===== config.mk =====
export PLATFORM = sky130hd
export DESIGN_NAME = csc_coef_ctrl
export DESIGN_NICKNAME = d
export VERILOG_FILES = /design/src/rtl/csc_coef_ctrl.sv
export SDC_FILE = /design/constraint.sdc
export NUM_CORES = 1
export LEC_CHECK = 0
export CAP_MARGIN = 25
export CORE_MARGIN = 5
export CORE_UTILIZATION = 57
export CTS_CLUSTER_SIZE = 24
export DETAILED_ROUTE_END_ITERATION = 6
export HOLD_SLACK_MARGIN = 0.05
export PLACE_DENSITY = 0.84
export REMOVE_ABC_BUFFERS = 1
export SYNTH_ARGS = -nofsm -noshare
export SYNTH_HDL_FRONTEND = slang
export SYNTH_SLANG_ARGS = --single-unit

===== constraint.sdc =====
create_clock -name clk -period 37.3 [get_ports clk]
set_input_delay 9.325 -clock clk [delete_from_list [all_inputs] [get_ports clk]]
set_output_delay 9.325 -clock clk [all_outputs]
set_load 0.05 [all_outputs]

===== src/rtl/csc_coef_ctrl.sv =====
// Coefficient/offset controller for the RGB->YCbCr converter: a host-written shadow
// bank is copied into the active bank on the first vsync rising edge after a commit.
module csc_coef_ctrl #(
   parameter int CW = 18,
   parameter int OW = 9
) (
   input  logic             clk,
   input  logic             rst,
   input  logic             ce,
   input  logic             vsync_in,
   input  logic             wr_en,
   input  logic [3:0]       wr_addr,
   input  logic [CW-1:0]    wr_data,
   input  logic             commit,
   input  logic [3:0]       rd_addr,
   input  logic             rd_sel,
   output logic [CW-1:0]    rd_data,
   output logic             wr_err,
   output logic             pending,
   output logic             commit_done,
   output logic [9*CW-1:0]  coef_flat,
   output logic [OW-1:0]    offset
);

   localparam logic [CW-1:0] DEF_COEF [9] = '{
      18'h09917, 18'h12C8B, 18'h03A5E,
      18'h3A9A0, 18'h35660, 18'h10000,
      18'h10000, 18'h329A0, 18'h3D660
   };
   localparam logic [OW-1:0] DEF_OFF = 9'h080;

   typedef enum logic {IDLE, ARMED} state_t;

   state_t        state;
   state_t        state_nxt;
   logic [CW-1:0] sh_coef  [9];
   logic [OW-1:0] sh_off;
   logic [CW-1:0] act_coef [9];
   logic [OW-1:0] act_off;
   logic          vsync_q;
   logic          frame_edge;
   logic          swap;
   logic [CW-1:0] rd_word;

   assign frame_edge = ce & vsync_in & ~vsync_q;

   always_ff @(posedge clk or posedge rst) begin
      if (rst) begin
         vsync_q <= 1'b0;
      end else if (ce) begin
         vsync_q <= vsync_in;
      end
   end

   always_ff @(posedge clk or posedge rst) begin
      if (rst) begin
         state <= IDLE;
      end else begin
         state <= state_nxt;
      end
   end

   // A commit that coincides with a frame edge swaps immediately and never arms.
   always_comb begin
      state_nxt = state;
      case (state)
         IDLE:    if (commit && !frame_edge) state_nxt = ARMED;
         ARMED:   if (frame_edge) state_nxt = IDLE;
         default: state_nxt = IDLE;
      endcase
   end

   always_comb begin
      swap    = 1'b0;
      pending = 1'b0;
      case (state)
         IDLE:    swap = commit & frame_edge;
         ARMED: begin
            swap    = frame_edge;
            pending = 1'b1;
         end
         default: swap = 1'b0;
      endcase
   end

   always_ff @(posedge clk or posedge rst) begin
      if (rst) begin
         for (int i = 0; i < 9; i++) sh_coef[i] <= DEF_COEF[i];
         sh_off <= DEF_OFF;
      end else if (wr_en) begin
         if (wr_addr < 4'd9) begin
            sh_coef[wr_addr] <= wr_data;
         end else if (wr_addr == 4'd9) begin
            sh_off <= wr_data[OW-1:0];
         end
      end
   end

   // The copy samples the shadow before any same-cycle write lands.
   always_ff @(posedge clk or posedge rst) begin
      if (rst) begin
         for (int i = 0; i < 9; i++) act_coef[i] <= DEF_COEF[i];
         act_off <= DEF_OFF;
      end else if (swap) begin
         for (int i = 0; i < 9; i++) act_coef[i] <= sh_coef[i];
         act_off <= sh_off;
      end
   end

   always_ff @(posedge clk or posedge rst) begin
      if (rst) begin
         commit_done <= 1'b0;
         wr_err      <= 1'b0;
      end else begin
         commit_done <= swap;
         wr_err      <= wr_en & (wr_addr > 4'd9);
      end
   end

   always_comb begin
      rd_word = '0;
      if (rd_addr < 4'd9) begin
         rd_word = rd_sel ? sh_coef[rd_addr] : act_coef[rd_addr];
      end else if (rd_addr == 4'd9) begin
         rd_word = {{(CW-OW){1'b0}}, (rd_sel ? sh_off : act_off)};
      end
   end

   always_ff @(posedge clk or posedge rst) begin
      if (rst) begin
         rd_data <= '0;
      end else begin
         rd_data <= rd_word;
      end
   end

   for (genvar g = 0; g < 9; g++) begin : g_flat
      assign coef_flat[g*CW +: CW] = act_coef[g];
   end

   assign offset = act_off;

endmodule


Yosys cells after proc, flatten, opt, wreduce, memory -nomap -nowiden

Index checks and enable logic that the tools add are counted.

Add/sub/neg operators: 0
$mul: 0
Divide/modulo/power cells: 0
Order comparisons: 6
Equality and inequality tests: 2
Shift-type cells: 0
Multiplexer cells: 18
Bitwise operators: 9
Reduce and logical (&&, ||, !) cells: 5

Operators by type and width:

| kind                 | number |
|---|---|
| $bwmux W162          | 1 |
| $bmux W18 S4         | 2 |
| $mux W18             | 7 |
| $demux W18 S4        | 1 |
| $mux W9              | 2 |
| $ge A5 B5 Y1 const B | 2 |
| $not A4 Y5           | 2 |
| $eq A4 B4 Y1 const B | 2 |
| $lt A4 B4 Y1 const B | 2 |
| $lt A5 B1 Y1 const B | 1 |
| $and A1 B1 Y1        | 4 |
| $gt A4 B4 Y1 const B | 1 |
| $pmux W1 S2          | 2 |
| $mux W1              | 3 |
| $not A1 Y1           | 3 |
| $reduce_and A3 Y1    | 1 |
| $logic_and A1 B1 Y1  | 2 |
| $reduce_and A2 Y1    | 1 |
| $logic_not A1 Y1     | 1 |

Flip-flop bits (word level): 364
Latch bits: 0
RAM bits: 0
Bits in read-only memories: 0
Input bits: 33
Output and inout bits: 192
Logic and storage cells: 65
Memories: 0

Longest topological paths before layout

Depth after elaboration: 6
Mapped depth: 8
Gate-level depth less buffers: 5

Worst setup path after synthesis

Ideal clock, no wire load.

Path kind: in2reg
Start: in wr_addr[3]
End: reg sh_coef[99] in the netlist's numbering
Library setup time: 125 ps
Arrival time: 10,605 ps
Setup slack: 26,570 ps
Cell stages on the path: 5
Path through: buf_2 -> nand2b_1 -> nor3_4 -> buf_4 -> mux2_2

Longest elaborated chain between the ends: 6
Elaborated cells between the ends (all ways): 9
Classes of those cells: 3 x order compare; 3 x mux; 1 x bitwise; 2 x reduce/logical

RTL lines:

| item                                                               | line | source |
|---|---|---|
| start: declaration                                                 | 12   | `input logic [3:0] wr_addr,` |
| $not A4 Y5 (implied by the code)                                   | 92   | `sh_coef[wr_addr] <= wr_data;` |
| $ge A5 B5 Y1 (implied by the code) or $lt A5 B1 Y1 (tied branches) | 92   |  |
| $logic_and A1 B1 Y1 (implied by the code)                          | 92   |  |
| $mux W18 (implied by the code)                                     | 92   |  |
| $demux W18 S4                                                      | 92   |  |
| $bwmux W162                                                        | 92   |  |
| end signal: indexed assignment                                     | 92   |  |
| end: declaration                                                   | 36   | `logic [CW-1:0] sh_coef [9];` |

Parallel ways exist; a longest one is shown, timed or not.
A chain may end at the register's enable or synchronous reset.

Worst setup path in the final report

Start: in rd_addr[0]
End: reg rd_data[0]

Longest elaborated chain between the ends: 6
Elaborated cells between the ends (all ways): 12
Classes of those cells: 1 x order compare; 1 x eq/ne; 9 x mux; 1 x bitwise

RTL lines:

| item                                        | line | source |
|---|---|---|
| start: declaration                          | 15   | `input logic [3:0] rd_addr,` |
| $not A4 Y5 (implied by the code)            | 123  | `rd_word = rd_sel ? sh_coef[rd_addr] : act_coef[rd_addr];` |
| $bmux W18 S4                                | 123  |  |
| $mux W18 (implied by the code) (2 in a row) | 123  |  |
| $mux W18                                    | 123  |  |
| $mux W18 (*)                                | 122  | `if (rd_addr < 4'd9) begin` |
| net rd_word[0]                              | 43   | `logic [CW-1:0] rd_word;` |
| end signal: assignment                      | 133  | `rd_data <= rd_word;` |
| end: declaration                            | 17   | `output logic [CW-1:0] rd_data,` |

Mark *: on every way through the listed nets, which the timed path passes. The rest lies on a longest branch. The select of a mux whose other input is x is not followed.

==> impl_metrics.toml <==
[die]
initial_utilization_pct = 57.4
die_w_um = 180
design.portCount = 225
fp.dieArea_sq_mm = 0.0322
rows = 62
die-height_um = 180
core_area_sq_mm = 0.0285

[timing]
fmaxAchievable_mhz = 86.1
finalCritPeriodShare_pct = 31.1
period_needed_ns = 11.61
worst-slew-pin-transition_ns = 1.14
clock-skew-final_ns = 0.0121
grt_setup_unrepaired = "false"
setup-violations-final = 0
finalSetupTns_ns = 0
post-route-worst-setup-slack_ns = 25.69
max-slew-margin-rel_pct = 24.2
max_transition_viols_final = 0
timing.final.hold_violations = 0

[setup_path]
cp-startpoint = "rd_addr[0]"
critical_path_peak_fanout = 55
cp_data_arrival_time_ns = 12.00
reg2reg_to = "coef_flat[83]$_DFFE_PP0P_"
startpoint_types = "input pin"
critical_path.n_buffers_inverters = 2
critical_path.endpoint_type = "flop"
worstReg2RegStart = "vsync_q$_DFFE_PP0P_"
cp-endpoint = "rd_data[0]$_DFF_PP0_"
path_depth = 6
timing.critical_path.slowest_stage_cell = "sky130_fd_sc_hd__buf_4"
critPathKind = "in2reg"
worst-r2r-setup-slack_ns = 35.17
ff2ff_path_depth = 3
worst-endpoint-required_ns = 37.69
critical-path-top-delay-family = "buffers and inverters"
path_cells = "buf_6 > buf_4 > o31a_4 > or2_1 > nor3_1 > or3_1"
critPathMaxStageDelay_ns = 0.64

[synthesis]
yosysSeqAreaShare_pct = 56.5
yosysWarnings = 0
synth_edf_count = 0
mean_instance_size_in_the_synthesized_netlist_sq_um = 14.9
synthDistinctLibCells = 48
ys_ff_latch = 364
post_synthesis_instance_area_sq_mm = 0.0164
syn_inst = 1103
synth_async_sr_flop_share_pct = 100
dominantRegCellSynth = "sky130_fd_sc_hd__dfrtp_1"

[global_routing]
wire_length_of_the_first_global_routing_pass_um = 65700
grt.total_usage_pct = 25.6
grt_antenna_before_repair = 1
first_global_vias = 11000
grt_overflow_total = 0
grt_max_degree = 189

[place]
placedCellCount = 1648
place_ws_ns = 25.17
place_area_sq_mm = 0.0188
dp.final_hpwl_um = 25900
io_buffer_count = 224
globalplace.congestion = 0.816

[clock_tree]
clk_transition_reported_paths_ns = 0.06
tritoncts = "yes"
ctsRootBufferMaster = "sky130_fd_sc_hd__clkbuf_16"
clk_path_buf_depth = 3
worst_skew_pair.late_latency_ns = 0.52
cts_h_tree_depth = 2
cts_num_sinks = 364
post_cts_hold_buffer_count = 0
cts-buffers-inserted = 38
cts.repair_timing.setup_buffer_count = 0
cts-resized-gates = 0

[worst_hold_path]
holdPathStages = 2
worst_hold_path_type = "reg2reg"

[final_layout]
final_cells = 1720
n_fill_cell = 1957
synthToLayoutAreaGrowth_pct = 22.7
most_common_cell_after_layout_fill_and_taps_aside = "sky130_fd_sc_hd__mux2_2"
regArea_sq_mm = 0.00926
nets = 1340
multi_input_comb_area_sq_mm = 0.00662
final_cell_area_sq_mm = 0.0201
post_route_cells_drive_above_1_share_pct = 43.4
final_core_util_pct = 70.4
layout_common_cells = "sky130_fd_sc_hd__mux2_2, sky130_fd_sc_hd__dfrtp_1, sky130_fd_sc_hd__clkdlybuf4s50_1"

[route]
drt_drc_violations_left = 0
route.antenna.remaining_nets = 0
dr.first_iter.drc_count = 708
drt-pass1-iter-count = 5
detailed_route_wire_length_um = 41800
vias = 10400
wl_met2_um = 20800
avgViaCountPerCell = 6.04
met3RoutedLength_um = 2400
drt-wirelength-per-cell_um = 24.3
wirelength_met1_um = 16900
top_layer_used = "met4"

[outcome]
result_of_the_run = "finished, final reports clean"

[power]
power.density_cell_area_mw_per_mm2 = 83.7
vdd_ir_drop_max_uv = 58.5
static-leakage-power_nw = 8.33

[job]
maxCapViolCount = 0
==> cells in the mapped netlist (2+ instances only) <==
cell type / n / area share [%]
sky130_fd_sc_hd__a21oi_1: 24 / 0.73
sky130_fd_sc_hd__buf_2: 36 / 1.1
sky130_fd_sc_hd__clkbuf_1: 9 / 0.21
sky130_fd_sc_hd__o21ai_0: 40 / 1.2
sky130_fd_sc_hd__nor2_1: 17 / 0.39
sky130_fd_sc_hd__buf_1: 10 / 0.23
sky130_fd_sc_hd__mux4_2: 52 / 7.1
sky130_fd_sc_hd__dfrtp_1: 244 / 37
sky130_fd_sc_hd__buf_4: 14 / 0.64
sky130_fd_sc_hd__nand3_1: 3 / 0.092
sky130_fd_sc_hd__nor3_1: 6 / 0.18
sky130_fd_sc_hd__a211o_1: 2 / 0.11
sky130_fd_sc_hd__nand2b_1: 3 / 0.11
sky130_fd_sc_hd__o32ai_1: 6 / 0.32
sky130_fd_sc_hd__and2_1: 2 / 0.076
sky130_fd_sc_hd__or3_1: 4 / 0.15
sky130_fd_sc_hd__buf_6: 6 / 0.41
sky130_fd_sc_hd__nor2_2: 3 / 0.11
sky130_fd_sc_hd__a22oi_1: 16 / 0.73
sky130_fd_sc_hd__nor2b_1: 7 / 0.27
sky130_fd_sc_hd__nand3b_1: 2 / 0.092
sky130_fd_sc_hd__a211oi_1: 7 / 0.32
sky130_fd_sc_hd__mux2i_1: 57 / 3.5
sky130_fd_sc_hd__dfstp_2: 120 / 19
sky130_fd_sc_hd__a221o_1: 7 / 0.43
sky130_fd_sc_hd__nand2_1: 32 / 0.73
sky130_fd_sc_hd__o31ai_1: 3 / 0.14
sky130_fd_sc_hd__inv_1: 24 / 0.55
sky130_fd_sc_hd__nor4_1: 2 / 0.076
sky130_fd_sc_hd__mux2_2: 318 / 22
sky130_fd_sc_hd__a21oi_2: 5 / 0.27
sky130_fd_sc_hd__o22ai_1: 4 / 0.15
sky130_fd_sc_hd__mux2_1: 3 / 0.21
==> through the flow <==
step	hold WS (ns)	total power, mW
3_3_place_gp	0.462	1.30
2_1_floorplan	0.450	1.07
6_report	0.480	1.68
4_1_cts	0.481	1.69
3_5_place_dp	0.467	1.32
5_1_grt	0.501	1.75
==> logic make-up (layout without fill, tap and decap cells) <==
family	Yosys count	after routing	synth area share [%]
simple gates	88	88	2.82
mux	430	430	32.7
flops	364	364	56.5
compound gates	119	119	4.73
buf+inv	102	334	3.28
other cells	0	1	0
==> layout make-up <==
cell class / count / area share (%)
sequential: 364 / 46.0
multi-input combinational: 637 / 32.9
inverter: 26 / 0.523
clock inverter: 7 / 0.330
timing repair buffer: 240 / 12.1
clock buffer: 61 / 5.72
antenna: 1 / 0.0124
tap: 384 / 2.39
==> tightest hold or removal path, delay by kind of cell (launching register included) <==
kind	cells	cell delay [ns]
flip-flops	1	0.37
AND/OR/NAND/NOR	1	0.04
AO/OA/AOI/OAI	1	0.06
==> how the worst min path moves through the flow <==
stage	startpoint	endpoint	slack (ns)
after floorplan	sh_coef[13]$_DFFE_PP0P_	coef_flat[157]$_DFFE_PP0P_	0.45
after global placement	sh_coef[13]$_DFFE_PP0P_	coef_flat[157]$_DFFE_PP0P_	0.46
after detailed placement	sh_coef[13]$_DFFE_PP0P_	coef_flat[157]$_DFFE_PP0P_	0.47
after CTS	sh_coef[9]$_DFFE_PP1P_	coef_flat[153]$_DFFE_PP1P_	0.48
after global routing	sh_coef[12]$_DFFE_PP1P_	coef_flat[156]$_DFFE_PP1P_	0.50
final	sh_coef[9]$_DFFE_PP1P_	coef_flat[153]$_DFFE_PP1P_	0.48
==> sequential cells by signal, indices dropped and copies added, names as in the netlist <==
| name | flops |
|---|---|
| coef_flat | 162 |
| commit_done | 1 |
| offset | 9 |
| rd_data | 18 |
| sh_coef | 162 |
| sh_off | 9 |
| state | 1 |
| vsync_q | 1 |
| wr_err | 1 |
==> layer usage <==
layer	global-route usage, %	up-vias
met3	5.40	101
met5	0	-
met2	41.9	375
met1	33.8	5437
met4	10.5	0
li1	-	4475
==> report_power, final <==
part	switching (mW)	leakage (nW)	internal (mW)
sequential	0.104	4.28	0.546
combinational	0.401	3.45	0.263
clock	0.151	0.599	0.219
Note: power is estimated with default switching activity, not from simulation.
